===== config.mk =====
export PLATFORM = sky130hd
export DESIGN_NAME = fp_mul_scheduler_flat
export DESIGN_NICKNAME = d
export VERILOG_FILES = /design/src/rtl/fp_mul_scheduler_pkg.sv /design/src/rtl/fp_mul_scheduler_if.sv /design/src/rtl/fp_mul_scheduler_rr_arbiter.sv /design/src/rtl/fp_mul_scheduler.sv /design/src/flat_wrapper.sv
export SDC_FILE = /design/constraint.sdc
export NUM_CORES = 1
export LEC_CHECK = 0
export ABC_AREA = 1
export BUFFER_PORTS_ARGS = -buffer_cell sky130_fd_sc_hd__buf_2
export CORE_AREA = 8 8 170 172
export DETAILED_ROUTE_END_ITERATION = 16
export DIE_AREA = 0 0 178 180
export PLACE_DENSITY_LB_ADDON = 0.2
export SLEW_MARGIN = 15
export SYNTH_ARGS = -nofsm -noshare
export SYNTH_HDL_FRONTEND = slang
export SYNTH_SLANG_ARGS = --single-unit

===== constraint.sdc =====
create_clock -name clk -period 4.4 [get_ports clk]
set_clock_uncertainty 0.1 [all_clocks]
set_input_delay 0.66 -clock clk [delete_from_list [all_inputs] [get_ports clk]]
set_output_delay 0.66 -clock clk [all_outputs]
set_load 0.02 [all_outputs]

===== src/rtl/fp_mul_scheduler_pkg.sv =====
// fp_mul_sched_pkg: shared types, defaults and helpers for the multiplier scheduler
package fp_mul_sched_pkg;
  localparam int MUL_LAT_DEF = 2;
  localparam int ID_W_MAX = 3;
  typedef struct packed {
    logic valid;
    logic [ID_W_MAX-1:0] id;
  } sched_tag_t;
  function automatic int clog2(input int v);
    int r;
    r = 0;
    for (int p = 1; p < v; p = p * 2) r++;
    return r;
  endfunction
endpackage


===== src/rtl/fp_mul_scheduler_if.sv =====
// fp_mul_scheduler_if: requester-side request/response bundle of the scheduler
interface fp_mul_scheduler_if import fp_mul_sched_pkg::*; #(
  parameter int NREQ = 4,
  parameter int N = 32
) ();
  localparam int IDW = clog2(NREQ);
  logic [NREQ-1:0] req_valid;
  logic [NREQ-1:0] req_ready;
  logic [NREQ*N-1:0] req_a;
  logic [NREQ*N-1:0] req_b;
  logic rsp_valid;
  logic [IDW-1:0] rsp_id;
  logic [N-1:0] rsp_result;
  logic rsp_overflow;
  modport master (output req_valid, req_a, req_b,
                  input req_ready, rsp_valid, rsp_id, rsp_result, rsp_overflow);
  modport slave (input req_valid, req_a, req_b,
                 output req_ready, rsp_valid, rsp_id, rsp_result, rsp_overflow);
endinterface


===== src/rtl/fp_mul_scheduler_rr_arbiter.sv =====
// rr_arbiter: combinational round-robin pick, searching upward from rr_ptr with wrap
module rr_arbiter import fp_mul_sched_pkg::*; #(
  parameter int NREQ = 4
) (
  input  logic [NREQ-1:0] eligible,
  input  logic [clog2(NREQ)-1:0] rr_ptr,
  output logic [NREQ-1:0] grant,
  output logic [clog2(NREQ)-1:0] winner,
  output logic any_grant
);
  localparam int IDW = clog2(NREQ);
  logic [2*NREQ-1:0] rot;
  always_comb begin
    rot = {eligible, eligible} >> rr_ptr;
    winner = '0;
    for (int k = NREQ - 1; k >= 0; k--)
      if (rot[k]) winner = IDW'((int'(rr_ptr) + k) % NREQ);
    any_grant = |eligible;
    grant = any_grant ? NREQ'(1) << winner : '0;
  end
endmodule


===== src/rtl/fp_mul_scheduler.sv =====
// fp_mul_scheduler: shares one pipelined multiplier among NREQ requesters, routing results by tag
module fp_mul_scheduler import fp_mul_sched_pkg::*; #(
  parameter int NREQ = 4,
  parameter int N = 32,
  parameter int MUL_LAT = MUL_LAT_DEF,
  parameter int MAX_OUT = 2
) (
  input  logic clk,
  input  logic reset,
  input  logic hold,
  fp_mul_scheduler_if.slave rq,
  output logic mul_enable,
  output logic mul_reset,
  output logic [N-1:0] mul_a,
  output logic [N-1:0] mul_b,
  input  logic [N-1:0] mul_result,
  input  logic mul_overflow,
  output logic idle,
  output logic [31:0] op_count,
  output logic [15:0] ovf_count
);
  localparam int IDW = clog2(NREQ);
  localparam int CW = clog2(MAX_OUT + 1);
  sched_tag_t tag_pipe [MUL_LAT];
  logic [CW-1:0] out_cnt [NREQ];
  logic [IDW-1:0] rr_ptr, winner;
  logic [NREQ-1:0] eligible, grant, ret;
  logic any_grant;
  assign mul_enable = 1'b1;
  assign mul_reset = reset;
  assign rq.rsp_valid = tag_pipe[MUL_LAT-1].valid & ~reset;
  assign rq.rsp_id = tag_pipe[MUL_LAT-1].id[IDW-1:0];
  assign rq.rsp_result = mul_result;
  assign rq.rsp_overflow = mul_overflow;
  assign rq.req_ready = grant;
  assign ret = rq.rsp_valid ? NREQ'(1) << rq.rsp_id : '0;
  assign mul_a = any_grant ? rq.req_a[winner*N +: N] : '0;
  assign mul_b = any_grant ? rq.req_b[winner*N +: N] : '0;
  // A slot freed by this cycle's response can be reused at once, giving MAX_OUT issues per MUL_LAT
  always_comb begin
    eligible = '0;
    for (int i = 0; i < NREQ; i++)
      eligible[i] = rq.req_valid[i] & ~hold & ~reset & ((out_cnt[i] - CW'(ret[i])) < CW'(MAX_OUT));
  end
  always_comb begin
    idle = ~|rq.req_valid;
    for (int i = 0; i < MUL_LAT; i++)
      if (tag_pipe[i].valid) idle = 1'b0;
  end
  rr_arbiter #(.NREQ(NREQ)) arb (
    .eligible(eligible),
    .rr_ptr(rr_ptr),
    .grant(grant),
    .winner(winner),
    .any_grant(any_grant)
  );
  always_ff @(posedge clk) begin
    if (reset) begin
      for (int i = 0; i < MUL_LAT; i++) tag_pipe[i] <= '0;
      for (int i = 0; i < NREQ; i++) out_cnt[i] <= '0;
      rr_ptr <= '0;
      op_count <= '0;
      ovf_count <= '0;
    end else begin
      tag_pipe[0] <= '{valid: any_grant, id: ID_W_MAX'(winner)};
      for (int i = 1; i < MUL_LAT; i++) tag_pipe[i] <= tag_pipe[i-1];
      for (int i = 0; i < NREQ; i++) out_cnt[i] <= out_cnt[i] + CW'(grant[i]) - CW'(ret[i]);
      if (any_grant) begin
        rr_ptr <= (int'(winner) == NREQ - 1) ? '0 : winner + IDW'(1);
        op_count <= op_count + 32'd1;
      end
      if (rq.rsp_valid && rq.rsp_overflow && ovf_count != 16'hFFFF) ovf_count <= ovf_count + 16'd1;
    end
  end
endmodule

===== src/flat_wrapper.sv =====
// flat-port wrapper written by rule: the top's interface ports become plain ports
module fp_mul_scheduler_flat import fp_mul_sched_pkg::*;
#(
  parameter int NREQ = 4,
  parameter int N = 32,
  parameter int MUL_LAT = MUL_LAT_DEF,
  parameter int MAX_OUT = 2
)
  (clk, reset, hold, mul_enable, mul_reset, mul_a, mul_b, mul_result, mul_overflow, idle, op_count, ovf_count, rq_req_valid, rq_req_a, rq_req_b, rq_req_ready, rq_rsp_valid, rq_rsp_id, rq_rsp_result, rq_rsp_overflow);
  fp_mul_scheduler_if #(.NREQ(NREQ), .N(N)) rq_i ();
  input  logic clk;
  input  logic reset;
  input  logic hold;
  output logic mul_enable;
  output logic mul_reset;
  output logic [N-1:0] mul_a;
  output logic [N-1:0] mul_b;
  input  logic [N-1:0] mul_result;
  input  logic mul_overflow;
  output logic idle;
  output logic [31:0] op_count;
  output logic [15:0] ovf_count;
  input wire logic [$bits(rq_i.req_valid)-1:0] rq_req_valid;
  input wire logic [$bits(rq_i.req_a)-1:0] rq_req_a;
  input wire logic [$bits(rq_i.req_b)-1:0] rq_req_b;
  output wire logic [$bits(rq_i.req_ready)-1:0] rq_req_ready;
  output wire logic [$bits(rq_i.rsp_valid)-1:0] rq_rsp_valid;
  output wire logic [$bits(rq_i.rsp_id)-1:0] rq_rsp_id;
  output wire logic [$bits(rq_i.rsp_result)-1:0] rq_rsp_result;
  output wire logic [$bits(rq_i.rsp_overflow)-1:0] rq_rsp_overflow;
  assign rq_i.req_valid = rq_req_valid;
  assign rq_i.req_a = rq_req_a;
  assign rq_i.req_b = rq_req_b;
  assign rq_req_ready = rq_i.req_ready;
  assign rq_rsp_valid = rq_i.rsp_valid;
  assign rq_rsp_id = rq_i.rsp_id;
  assign rq_rsp_result = rq_i.rsp_result;
  assign rq_rsp_overflow = rq_i.rsp_overflow;
  fp_mul_scheduler #(.NREQ(NREQ), .N(N), .MUL_LAT(MUL_LAT), .MAX_OUT(MAX_OUT)) u_core (.clk(clk), .reset(reset), .hold(hold), .rq(rq_i), .mul_enable(mul_enable), .mul_reset(mul_reset), .mul_a(mul_a), .mul_b(mul_b), .mul_result(mul_result), .mul_overflow(mul_overflow), .idle(idle), .op_count(op_count), .ovf_count(ovf_count));
endmodule

; Yosys cells after proc, flatten, opt, wreduce, memory -nomap -nowiden
; Memory sizes are Yosys's and may differ from the RTL's.
; Index checks and enable logic that the tools add are counted.
[word_totals]
ff_bits = 50
mem_bits_rw = 16
inputBits = 296
output_inout_bits = 155
n_memories = 2
[memory_table]
columns = name, words, word_bits, rd, rd_ports_with_merged_regs, write_ports, line
row1 = u_core.out_cnt, 4, 2, 4, 0, 4, fp_mul_scheduler.sv:25  ; logic [CW-1:0] out_cnt [NREQ];
row2 = u_core.tag_pipe, 2, 4, 2, 0, 2, fp_mul_scheduler.sv:24  ; sched_tag_t tag_pipe [MUL_LAT];
[classes]
addsub = 18
order_cmp = 4
n_eq_ne = 2
n_shift = 5
mux = 20
n_bitwise = 21
n_reduce_logical = 5
[ops]
columns = operator, count
row1 = indexed part select 128 x 8 -> 32 bit, 2
row2 = two-way mux 32 bit, 2
row3 = adder 32 x 1 -> 32 bit (second input constant), 1
row4 = two-way mux 2 bit, 9
row5 = adder 16 x 1 -> 16 bit (second input constant), 1
row6 = two-way mux 4 bit, 4
row7 = != test 16 bit (second input constant), 1
row8 = subtractor 2 x 1 -> 2 bit, 8
row9 = bitwise AND 1 bit, 13
row10 = adder 2 x 1 -> 2 bit, 4
row11 = < comparator 2 bit (second input constant), 4
row12 = OR reduction 4 bit, 2
row13 = left shift 1 x 2 -> 4 bit (first input constant), 2
row14 = right shift 8 x 2 -> 4 bit, 1
row15 = OR 1 bit, 6
row16 = two-way mux 1 bit, 5
row17 = adder 2 x 1 -> 2 bit (second input constant), 2
row18 = adder 2 bit (second input constant), 2
row19 = == test 2 x 1 -> 1 bit (second input constant), 1
row20 = logical AND 1 bit, 2
row21 = NOT 1 bit, 2
row22 = zero test 1 bit, 1

; Logic depth before layout (Yosys ltp)
; Gate-level depths: netlist of the first run.
[depth]
depth_word = 16
mapped_depth = 25
mapped_depth_nobuf = 23

; Modules after synthesis
; Synthesis of the first run repeated with hierarchy kept, for this count alone.
[unflattened]
hier_cells = 1090
hier_area_um2 = 6233.5
[by_module_without_submodules]
columns = module, n_inst, cells_each, area_each_um2
row1 = fp_mul_scheduler, 1, 1040, 5935.7
row2 = rr_arbiter, 1, 50, 297.8

; Least setup slack after synthesis of the first run
; No wires, ideal clock.
[synth_timing]
path_kind = input to output
start = in reset
end = out rq_req_ready[3]
arrival_ns = 3.252
slack_ns = 0.388
stages = 20
path_buffers = 3
cell_sequence = buf_4 nor2_1 inv_1 nor3_1 ha_1 inv_1 nand2_1 nand2_1 nand3_1 nand3_1 nand2_1 nand2_1 nand2_1 nand2_2 nand2_2 buf_4 buf_2 ha_1 inv_1 nor2_1
[synth_between]
elab_chain_len = 13
word_cells_on_any_way = 27
[synth_rtl]
columns = item, line
row1 = from (decl), flat_wrapper.sv:12  ; input logic reset;
row2 = NOT 1 bit *, fp_mul_scheduler.sv:31  ; assign rq.rsp_valid = tag_pipe[MUL_LAT-1].valid & ~reset;
row3 = bitwise AND 1 bit *, fp_mul_scheduler.sv:31
row4 = via rq_rsp_valid, flat_wrapper.sv:27  ; output wire logic [$bits(rq_i.rsp_valid)-1:0] rq_rsp_valid;
row5 = two-way mux 4 bit *, fp_mul_scheduler.sv:36  ; assign ret = rq.rsp_valid ? NREQ'(1) << rq.rsp_id : '0;
row6 = subtractor 2 x 1 -> 2 bit, fp_mul_scheduler.sv:43  ; eligible[i] = rq.req_valid[i] & ~hold & ~reset & ((out_cnt[i] - CW'(ret[i])) < CW'(MAX_OUT));
row7 = < comparator 2 bit, fp_mul_scheduler.sv:43
row8 = bitwise AND 1 bit, fp_mul_scheduler.sv:43
row9 = right shift 8 x 2 -> 4 bit, fp_mul_scheduler_rr_arbiter.sv:14  ; rot = {eligible, eligible} >> rr_ptr;
row10 = two-way mux 2 bit (4 in series), fp_mul_scheduler_rr_arbiter.sv:17  ; if (rot[k]) winner = IDW'((int'(rr_ptr) + k) % NREQ);
row11 = left shift 1 x 2 -> 4 bit, fp_mul_scheduler_rr_arbiter.sv:19  ; grant = any_grant ? NREQ'(1) << winner : '0;
row12 = two-way mux 4 bit *, fp_mul_scheduler_rr_arbiter.sv:19
row13 = to (decl), flat_wrapper.sv:26  ; output wire logic [$bits(rq_i.req_ready)-1:0] rq_req_ready;
; Mark *: on every way through the listed nets, which the timed path passes. The rest lies on a longest branch.

; Worst setup path in the final report of the first run
[layout_timing]
start = in reset
end = out mul_b[3]
[layout_between]
elab_chain_len = 13
word_cells_on_any_way = 27
[layout_rtl]
columns = item, line
row1 = NOT 1 bit *, "fp_mul_scheduler.sv:31, fp_mul_scheduler.sv:43"
row2 = bitwise AND 1 bit, fp_mul_scheduler.sv:31
row3 = two-way mux 4 bit, fp_mul_scheduler.sv:36
row4 = subtractor 2 x 1 -> 2 bit, fp_mul_scheduler.sv:43
row5 = < comparator 2 bit, fp_mul_scheduler.sv:43
row6 = bitwise AND 1 bit, fp_mul_scheduler.sv:43
row7 = right shift 8 x 2 -> 4 bit, fp_mul_scheduler_rr_arbiter.sv:14
row8 = two-way mux 2 bit (4 in series), fp_mul_scheduler_rr_arbiter.sv:17
row9 = indexed part select 128 x 8 -> 32 bit, fp_mul_scheduler.sv:38  ; assign mul_b = any_grant ? rq.req_b[winner*N +: N] : '0;
row10 = two-way mux 32 bit *, fp_mul_scheduler.sv:38
row11 = to (decl), flat_wrapper.sv:17  ; output logic [N-1:0] mul_b;
; Every way passes the cells marked *; elsewhere a longest branch is shown, timed or not.

==> results.py, run 1 <==
metrics = {
    "status": {
        "outcome": "finished, final reports clean",
    },
    "sta": {
        "period_needed_ns": 4.047,
        "setup_slack_ns": 0.3530,
        "drv_slew": 0,
        "hold_slack_ns": 0.3008,
        "fin_setup_tns_ns": 0,
        "hold_viol": 0,
        "timing.final.crit_share": 0.9198,
        "worst_pin_slew_ns": 0.8806,
        "relSlewSlack": 0.4123,
        "timing.fmax_mhz": 247.1,
        "setup_viol": 0,
    },
    "worst_setup_path": {
        "crit-reg2reg-launch": "u_core.tag_pipe[0][7]",
        "required_ns": 3.64,
        "critical_path_class": "input port to output port",
        "ff2ff_setup_slack_ns": 1.26,
        "cp-end-kind": "output port",
        "r2r_end": "u_core.out_cnt[0][1]",
        "critPathLaunchType": "input port",
        "worst-path-max-fanout": 13,
        "rr_worst_depth": 20,
        "crit_arrival_ns": 3.29,
    },
    "die": {
        "dieArea_um2": 32040,
        "die_h_um": 180,
        "coreArea_um2": 26350,
        "num_rows": 60,
        "ioPinCount": 451,
        "die_w_um": 178,
        "start_util": 0.2520,
    },
    "synthesis": {
        "synth.top_cell.area_share": 0.2199,
        "async_flop_share": 0,
        "synth_ff_type": "dfxtp_1",
        "synth.most_common_cell": "nand2_1",
        "synth.distinct_cells": 31,
        "synth_fp_nets": 1575,
        "netlist_instances": 1268,
        "synthTopCellsByArea": "nand2_1 22%, dfxtp_1 19%, nor2_1 14%",
        "syn_area_um2": 6640,
        "syn_avg_cell_area_um2": 5.237,
        "ys_top_cells_by_count": "389 x nand2_1, 251 x nor2_1, 156 x nand3_1",
        "yosys_warnings": 0,
        "ys_seq_area_frac": 0.1930,
        "yosys.area.top_type": "nand2_1",
        "synth_edf_count": 0,
        "ys_ff_latch": 64,
    },
    "min_path": {
        "hp-class": "flip-flop to flip-flop",
        "whs_endpoint": "u_core.tag_pipe[0][4]",
        "hold_path_depth": 2,
        "min_from": "u_core.tag_pipe[0][0]",
    },
    "place": {
        "numPortBuffers": 385,
        "dpl.hpwl_um": 24400,
        "place_ws_ns": 0.1379,
        "gp_congestion": 0.8870,
    },
    "cts": {
        "numCtsBuffers": 9,
        "cts-hold-fix-buffers": 0,
        "cts_root_buf": "clkbuf_16",
        "clk_pin_slew_worst_paths_ns": 0.05,
        "clk_path_buf_depth": 2,
        "ctsHtreeMaxLevel": 3,
        "clkLatencyLatePin_ns": 0.33,
        "cts_tree": "done",
        "cts.sinks": 64,
    },
    "pwr": {
        "peakVddDrop_mv": 0.2096,
        "leakage_nw": 5.032,
        "powerDensity_nw_per_um2": 363.2,
    },
    "grt": {
        "antenna_found_initial": 7,
        "grt_max_degree": 67,
        "grt_overflow": 0,
        "grt_pass1_vias": 8441,
        "grt_pass1_wl_um": 47270,
        "grt_util_all_layers": 0.1836,
    },
    "detailed_routing": {
        "wl_um": 31830,
        "routed_via_density": 4.553,
        "dr.pass1.iters": 5,
        "route.detailed.drc": 0,
        "initialDrtViolationCount": 587,
        "drtAntennaViolNets": 0,
        "wl_per_cell_um": 16.48,
        "vias": 8796,
    },
    "final_layout": {
        "nets": 1888,
        "area_delta_synth_final_pct": 36.76,
        "drive_above_1_share": 0.2743,
        "final.fill_count": 3065,
    },
    "job": {
        "cap_violations": 0,
    },
}
-- how the worst max path moves through the flow --
| stage | endpoint | from | slack [ns] |
|---|---|---|---|
| 5_1_grt | mul_b[3] | reset | -0.005 |
| 3_3_place_gp | mul_b[2] | reset | 0.22 |
| 4_1_cts | mul_b[2] | reset | 0.14 |
| 2_1_floorplan | rq_req_ready[3] | reset | 0.39 |
| 6_report | mul_b[3] | reset | 0.35 |
| 3_5_place_dp | mul_b[2] | reset | 0.14 |
-- routing by layer --
metal,up-vias,GRT usage,part of all wire
met4,4,0.04536,0.015
li1,4513,-,-
met1,3921,0.2295,0.43
met3,34,0.04568,0.082
met2,324,0.3084,0.47
met5,-,0,0.00069
-- through the flow --
step / std cells / power [mW] / cell area (um^2) / utilization
after CTS: 1922 / 3.309 / 8962 / 0.3401
after global placement: 1906 / 2.488 / 8628 / 0.3274
after detailed placement: 1906 / 2.498 / 8628 / 0.3274
after floorplan: 1268 / 1.917 / 6640 / -
final: 1932 / 3.298 / 9081 / 0.3446
after global routing: 1932 / 3.576 / 9081 / 0.3446
-- power by group --
group	internal, mW	switching, mW
registers	0.614	0.0241
logic	0.644	1.22
clock network	0.543	0.254
total	1.80	1.50
-- cells by family after synthesis --
kind of cell	share of synthesized area
adder cells (fa/ha/maj)	0.02073
flip-flops	0.1930
AO/OA/AOI/OAI	0.05954
AND/OR/NAND/NOR	0.5261
other	0.0005647
XOR/XNOR	0.02242
buffers and inverters	0.1777
-- area by class of cell --
type / count / area, um^2 / area share
multi-input cells: 954 / 4255 / 0.4686
clock buffers: 14 / 274.0 / 0.03017
well taps: 341 / 426.7 / 0.04698
flip-flops and latches: 64 / 1281 / 0.1411
inverters: 147 / 551.8 / 0.06076
clock inverters: 2 / 60.06 / 0.006613
repair buffers: 405 / 2220 / 0.2444
diodes: 5 / 12.51 / 0.001378
-- registers in the layout, indices dropped and copies added, names as in the netlist --
signal and cells:
u_core.rr_ptr 2, u_core.out_cnt 8, u_core.tag_pipe 6, u_core.ovf_count 16, u_core.op_count 32
-- cell usage in the layout (no fill, tap or decap), types with 3 or more instances in the layout --
cell type	n
buf_2	383
a21oi_1	44
nand2_4	3
clkbuf_16	10
diode_2	5
clkbuf_8	3
nor3_1	28
nor2_1	249
dfxtp_1	64
nand4_1	10
nor4_1	6
buf_12	8
o21ai_0	21
xnor2_1	6
nand3_1	156
buf_4	10
o21a_1	3
nand2_1	387
inv_1	145
ha_1	10
xor2_1	11
-- repair_timing --
action | 4_1_cts | 5_1_grt
gates resized for setup | 0 | 9
setup endpoints to repair | 0 | 61
buffers inserted | 0 | 3
-- worst max-delay path, stage by stage --
cell and delay [ns]:
buf_2 0.11, nor2_2 0.14, inv_1 0.12, nor3_1 0.17, ha_1 0.19, inv_1 0.04, nand2_1 0.05, nand2_1 0.10
nand3_1 0.15, nand3_1 0.10, nand2_1 0.09, nand2_1 0.11, nand2_1 0.12, nand2_4 0.13, nand2_8 0.15, buf_12 0.14
buf_4 0.19, nand2_1 0.07, nand3_1 0.08, nand2_1 0.06, nor2_1 0.12, clkbuf_4 0.20
Note: power is estimated with default switching activity, not from simulation.
==> run 2: changes to the inputs <==
Settings changed: PLACE_DENSITY_LB_ADDON 0.2 to not set.
Clock period 4.4 ns to 3.76 ns, I/O delays scaled along.
==> run 2 against run 1 <==
Clock-buffer cell count fell by 4. Die area stayed put. Via count rose by 5.5%. Flip-flop and latch count stayed put. Total power increased by 40%. Combinational power is 64% higher. Non-clock buffer count rose by 70. Critical endpoint is now mul_a[8]. Largest power group unchanged. Highest routed layer unchanged.
==> results.py, run 2 (synthesis gave the netlist of run 1 again) <==
metrics = {
    "die": {
        "num_rows": 60,
        "die_w_um": 178,
        "die_h_um": 180,
        "dieArea_um2": 32040,
        "ioPinCount": 451,
        "coreArea_um2": 26350,
        "start_util": 0.2520,
    },
    "final_layout": {
        "drive_above_1_share": 0.3768,
        "layout_commonest_cell": "nand2_1",
        "nets": 1958,
        "largest_registers": "u_core.op_count: 32 flops, u_core.ovf_count: 16 flops, u_core.out_cnt: 8 flops",
        "area_delta_synth_final_pct": 60.39,
        "final-seq-area_um2": 1287,
        "multi_input_area_um2": 4731,
        "final.fill_count": 2851,
        "largest_reg_flops": 32,
        "post-route-cell-area_um2": 10650,
        "final_cell_mix": "339 x nand2_1, 329 x buf_2, 211 x nor2_1, 142 x inv_1, 135 x nand3_1",
        "top_register": "u_core.op_count",
    },
    "worst_setup_path": {
        "cp-end-kind": "output port",
        "worst-path-max-fanout": 11,
        "path_cells": "inv_2 -> nor2_4 -> inv_4 -> nor3_4 -> ha_2 -> inv_2 -> nand2_2 -> nand2_4 -> nand3_4 -> nand3_2 -> nand2_2 -> nand2_2 -> buf_6 -> nand3_4 -> nand2_8 -> buf_12 -> buf_12 -> buf_4 -> nand2_1 -> nand2_1 -> nor2_1 -> nor2_2 -> buf_6",
        "critPathMaxStageDelay_ns": 0.33,
        "cpMostUsedCell": "nand2_2",
        "required_ns": 3.10,
        "worst_path_max_delay_cell": "dfxtp_2",
        "crit-reg2reg-launch": "u_core.tag_pipe[0][7]",
        "cp.depth": 23,
        "rr_worst_depth": 22,
        "ff2ff_setup_slack_ns": 0.70,
        "critPathLaunch": "u_core.tag_pipe[0][7]",
        "critical-path-top-delay-family": "simple AND/OR/NAND/NOR gates",
        "critical_path_class": "flip-flop to output port",
        "critPathLaunchType": "flip-flop",
        "r2r_end": "u_core.out_cnt[3][1]",
        "crit_arrival_ns": 3.04,
        "path_buf_inv": 8,
    },
    "cts": {
        "clk_pin_slew_worst_paths_ns": 0.05,
        "clk_path_buf_depth": 2,
        "ctsHtreeMaxLevel": 3,
        "clkLatencyLatePin_ns": 0.33,
        "cts.sinks": 64,
        "cts_root_buf": "clkbuf_16",
        "cts_tree": "done",
        "numCtsBuffers": 9,
    },
    "detailed_routing": {
        "routed_via_density": 4.640,
        "drtAntennaViolNets": 0,
        "wl_um": 34100,
        "initialDrtViolationCount": 556,
        "route.detailed.drc": 0,
        "vias": 9279,
        "dr.pass1.iters": 4,
        "wl_per_cell_um": 17.05,
    },
    "grt": {
        "grt_overflow": 0,
        "grt_max_degree": 40,
        "grt_pass1_wl_um": 46650,
        "met1_usage": 0.2184,
        "grt_util_all_layers": 0.1807,
        "antenna_found_initial": 7,
        "use_met2": 0.3046,
        "grt_pass1_vias": 8610,
        "grtUsageMet3": 0.04673,
        "busiest_layer": "met2",
    },
    "sta": {
        "relSlewSlack": 0.4507,
        "rsz0062_at_grt": "true",
        "timing.fmax_mhz": 270.0,
        "fin_setup_tns_ns": 0,
        "worst_pin_slew_ns": 0.8230,
        "timing.final.crit_share": 0.9849,
        "period_needed_ns": 3.703,
        "drv_slew": 0,
        "setup_viol": 0,
        "hold_viol": 0,
    },
    "status": {
        "outcome": "finished, final reports clean",
    },
    "min_path": {
        "hp-class": "flip-flop to flip-flop",
        "hold_path_depth": 2,
        "whs_endpoint": "u_core.tag_pipe[0][5]",
        "min_from": "u_core.tag_pipe[0][1]",
    },
    "pwr": {
        "peakVddDrop_mv": 0.2721,
        "powerDensity_nw_per_um2": 432.6,
        "leakage_nw": 5.649,
    },
    "place": {
        "dpl.hpwl_um": 25260,
        "place_area_um2": 9021,
        "gp_congestion": 0.9378,
        "numPortBuffers": 385,
    },
    "job": {
        "cap_violations": 0,
    },
}
## run 2: final cells by class
cell class	count	area share
Multi-Input combinational cell	954	0.4442
Timing Repair Buffer	475	0.3150
Inverter	147	0.05204
Antenna cell	3	0.0007049
Tap cell	341	0.04006
Clock inverter	6	0.005639
Clock buffer	10	0.02150
Sequential cell	64	0.1209
## run 2: worst max-delay path by stage
stage,to,slack (ns)
5_1_grt,mul_a[17],-0.12
4_1_cts,mul_a[29],-0.01
3_5_place_dp,mul_b[31],-0.1
2_1_floorplan,rq_req_ready[3],0.07
3_3_place_gp,mul_b[31],-0.05
6_report,mul_a[8],0.06
## run 2: worst reg2reg max path: stages (launching register included)
cell	delay, ns
dfxtp_2	0.33
inv_2	0.04
nor2_4	0.12
inv_4	0.07
nor3_4	0.15
ha_2	0.21
inv_2	0.04
nand2_2	0.07
nand2_4	0.07
nand3_4	0.08
nand3_2	0.11
nand2_2	0.10
and2_1	0.14
nand2_2	0.09
a21boi_4	0.27
buf_12	0.20
ha_1	0.16
inv_1	0.06
nor2_4	0.13
ha_1	0.15
inv_1	0.04
o21ai_0	0.15
a21oi_1	0.05
## run 2: power by group
part	internal, mW	switching [mW]	total, mW
Clock	0.509	0.301	0.810
Combinational	1.31	1.73	3.05
Sequential	0.719	0.0321	0.752
Total	2.54	2.06	4.61
## run 2: routing by layer
metal,vias up,part of all wire,wire (um)
li1,4665,-,-
met5,-,0.0016,54
met2,401,0.48,16380
met4,8,0.021,733
met1,4151,0.41,14040
met3,54,0.085,2904
## run 2: repair_timing
action,CTS,global route
buffers inserted,0,27
endpoints found under the setup margin,3,68
resized for setup,3,241
cloned,0,13
hold endpoints to repair,0,0
hold buffers,0,0
pin swaps,0,34
## run 2: metrics by stage
stage               power, mW  hold WS, ns  utilization  cells  setup slack (ns)
finish                  4.607       0.2968       0.4042   2000           0.05692
global route            4.916       0.3166       0.4042   2000           -0.1219
CTS                     3.945       0.3075       0.3537   1959          -0.01467
detailed placement      3.115       0.2981       0.3424   1943          -0.09592
global placement        3.105       0.2943       0.3424   1943          -0.04906
floorplan               2.243       0.2883            -   1268           0.07460
==> run 3: changes to the inputs <==
--- a/config.mk
+++ b/config.mk
@@ -9,6 +9,8 @@
 export BUFFER_PORTS_ARGS = -buffer_cell sky130_fd_sc_hd__buf_2
 export CORE_AREA = 8 8 170 172
+export CTS_CLUSTER_DIAMETER = 100
 export DETAILED_ROUTE_END_ITERATION = 16
 export DIE_AREA = 0 0 178 180
+export MAX_ROUTING_LAYER = met4
 export SLEW_MARGIN = 15
 export SYNTH_ARGS = -nofsm -noshare
==> constraint.sdc (replaced) <==
create_clock -name clk -period 3.76 [get_ports clk]
set_clock_uncertainty 0.1 [all_clocks]
set_input_delay 0.376 -clock clk [delete_from_list [all_inputs] [get_ports clk]]
set_output_delay 0.376 -clock clk [all_outputs]
set_load 0.02 [all_outputs]
==> run 3 against run 2 <==
Global-route usage up 0.24 points. Fmax is 5.7% higher. Die area unchanged. Combinational power decreased by 23%. Setup slack improved by 0.20 ns. Utilization is 5.1 points lower. Register-to-register slack worse by 0.03 ns. Sequential power barely moved. Total power fell by 17%. Non-clock buffer count shrank 59.
==> results.py, run 3 (synthesis gave the netlist of run 1 again) <==
metrics = {
    "status": {
        "outcome": "finished, final reports clean",
    },
    "grt": {
        "grt_pass1_wl_um": 46310,
        "grt_pass1_vias": 8486,
        "grt_max_degree": 63,
        "antenna_found_initial": 7,
        "grt_overflow": 0,
        "grt_util_all_layers": 0.1831,
    },
    "cts": {
        "clk_path_buf_depth": 2,
        "clk_pin_slew_worst_paths_ns": 0.05,
        "cts.sinks": 64,
        "ctsHtreeMaxLevel": 3,
        "numCtsBuffers": 9,
        "cts_tree": "done",
        "cts-hold-fix-buffers": 0,
        "cts_root_buf": "clkbuf_16",
        "clkLatencyLatePin_ns": 0.32,
    },
    "sta": {
        "period_needed_ns": 3.502,
        "fin_setup_tns_ns": 0,
        "timing.fmax_mhz": 285.6,
        "timing.final.crit_share": 0.9313,
        "setup_slack_ns": 0.2582,
        "hold_viol": 0,
        "worst_pin_slew_ns": 0.8359,
        "setup_viol": 0,
        "hold_slack_ns": 0.3027,
        "drv_slew": 0,
        "relSlewSlack": 0.4421,
    },
    "detailed_routing": {
        "wl_um": 32070,
        "vias": 9015,
        "initialDrtViolationCount": 678,
        "routed_via_density": 4.637,
        "drtAntennaViolNets": 0,
        "wl_per_cell_um": 16.50,
        "dr.pass1.iters": 5,
        "route.detailed.drc": 0,
    },
    "final_layout": {
        "drive_above_1_share": 0.2939,
        "fin_util": 0.3530,
        "post-route-cell-area_um2": 9301,
        "final.fill_count": 2957,
        "nets": 1900,
        "final_cell_mix": "380 x nand2_1, 379 x buf_2, 243 x nor2_1, 151 x nand3_1, 144 x inv_1",
        "area_delta_synth_final_pct": 40.08,
        "stdcell_count": 1944,
        "largest_reg_flops": 32,
        "top_register": "u_core.op_count",
        "layout_commonest_cell": "nand2_1",
        "largest_registers": "u_core.op_count: 32 flops, u_core.ovf_count: 16 flops, u_core.out_cnt: 8 flops",
    },
    "die": {
        "num_rows": 60,
        "dieArea_um2": 32040,
        "coreArea_um2": 26350,
        "die_w_um": 178,
        "die_h_um": 180,
        "start_util": 0.2520,
        "ioPinCount": 451,
    },
    "job": {
        "cap_violations": 0,
    },
    "pwr": {
        "peakVddDrop_mv": 0.2353,
        "p_comb_frac": 0.612,
        "leakage_nw": 5.098,
        "powerDensity_nw_per_um2": 411.8,
        "swShare": 0.4741,
        "clkPwrFrac": 0.192,
        "p_switching_mw": 1.816,
        "p_int_mw": 2.014,
        "p_total_mw": 3.830,
        "power.share.sequential": 0.195,
    },
    "worst_setup_path": {
        "worst-path-max-fanout": 7,
        "path_cells": "inv_1 -> nor2_4 -> inv_2 -> nor3_2 -> ha_2 -> inv_1 -> nand2_1 -> nand2_2 -> nand3_1 -> nand2_1 -> nand2_2 -> nand2_1 -> inv_2 -> nand2_2 -> nand2_4 -> nand2_8 -> buf_16 -> buf_4 -> nor2_2 -> nor2_1 -> nor2_1 -> buf_2",
        "worst_path_max_delay_cell": "dfxtp_1",
        "cp-end-kind": "output port",
        "critical_path_class": "flip-flop to output port",
        "critPathLaunchType": "flip-flop",
        "required_ns": 3.28,
        "crit_arrival_ns": 3.03,
        "critPathMaxStageDelay_ns": 0.34,
    },
    "place": {
        "gp_congestion": 0.9081,
        "numPortBuffers": 385,
        "dp.cells": 1912,
        "place_area_um2": 8648,
        "dpl.hpwl_um": 24350,
        "place_ws_ns": 0.1568,
    },
    "min_path": {
        "hp-class": "flip-flop to flip-flop",
    },
}
## run 3: critical path, delay by kind of cell, from the launching register on
family / cells / cell delay [ns]
simple gates: 14 / 1.37
buf+inv: 7 / 0.77
flops: 1 / 0.34
fa+ha+maj: 1 / 0.20
## run 3: what timing repair did
action	in CTS	in global routing
pin swaps	0	5
resized for setup	3	48
cloned	0	9
buffers inserted	0	2
setup endpoints to repair	2	66
## run 3: layer usage
metal,share of wire,track usage,vias to the layer above
li1,-,-,4547
met1,0.41,0.2202,4044
met2,0.48,0.3043,394
met3,0.094,0.04254,30
met4,0.014,0.04270,0
met5,0,-,-
## run 3: area by class of cell
cell class | count | area, um^2 | area share
multi-input cells | 955 | 4355 | 0.4683
repair buffers | 416 | 2412 | 0.2593
flip-flops and latches | 64 | 1282 | 0.1379
inverters | 147 | 551.8 | 0.05932
well taps | 341 | 426.7 | 0.04587
clock buffers | 13 | 250.2 | 0.02690
diodes | 7 | 17.52 | 0.001883
clock inverters | 1 | 5.005 | 0.0005381
## run 3: path summary, 6_finish.rpt
path                    startpoint                     to  slack (ns)  cells past startpoint
min          u_core.tag_pipe[0][0]  u_core.tag_pipe[0][4]        0.30                      2
min reg2reg  u_core.tag_pipe[0][0]  u_core.tag_pipe[0][4]        0.30                      2
max          u_core.tag_pipe[0][7]              mul_a[23]        0.26                     22
max reg2reg  u_core.tag_pipe[0][7]   u_core.out_cnt[3][1]        0.67                     23
## run 3: power groups by stage
stage | combinational (mW) | sequential [mW] | clock [mW]
final | 2.34 | 0.749 | 0.737
after global routing | 2.61 | 0.752 | 0.778
after CTS | 2.19 | 0.746 | 0.757
after detailed placement | 2.18 | 0.759 | 0
after global placement | 2.17 | 0.758 | 0
after floorplan | 1.49 | 0.753 | 0
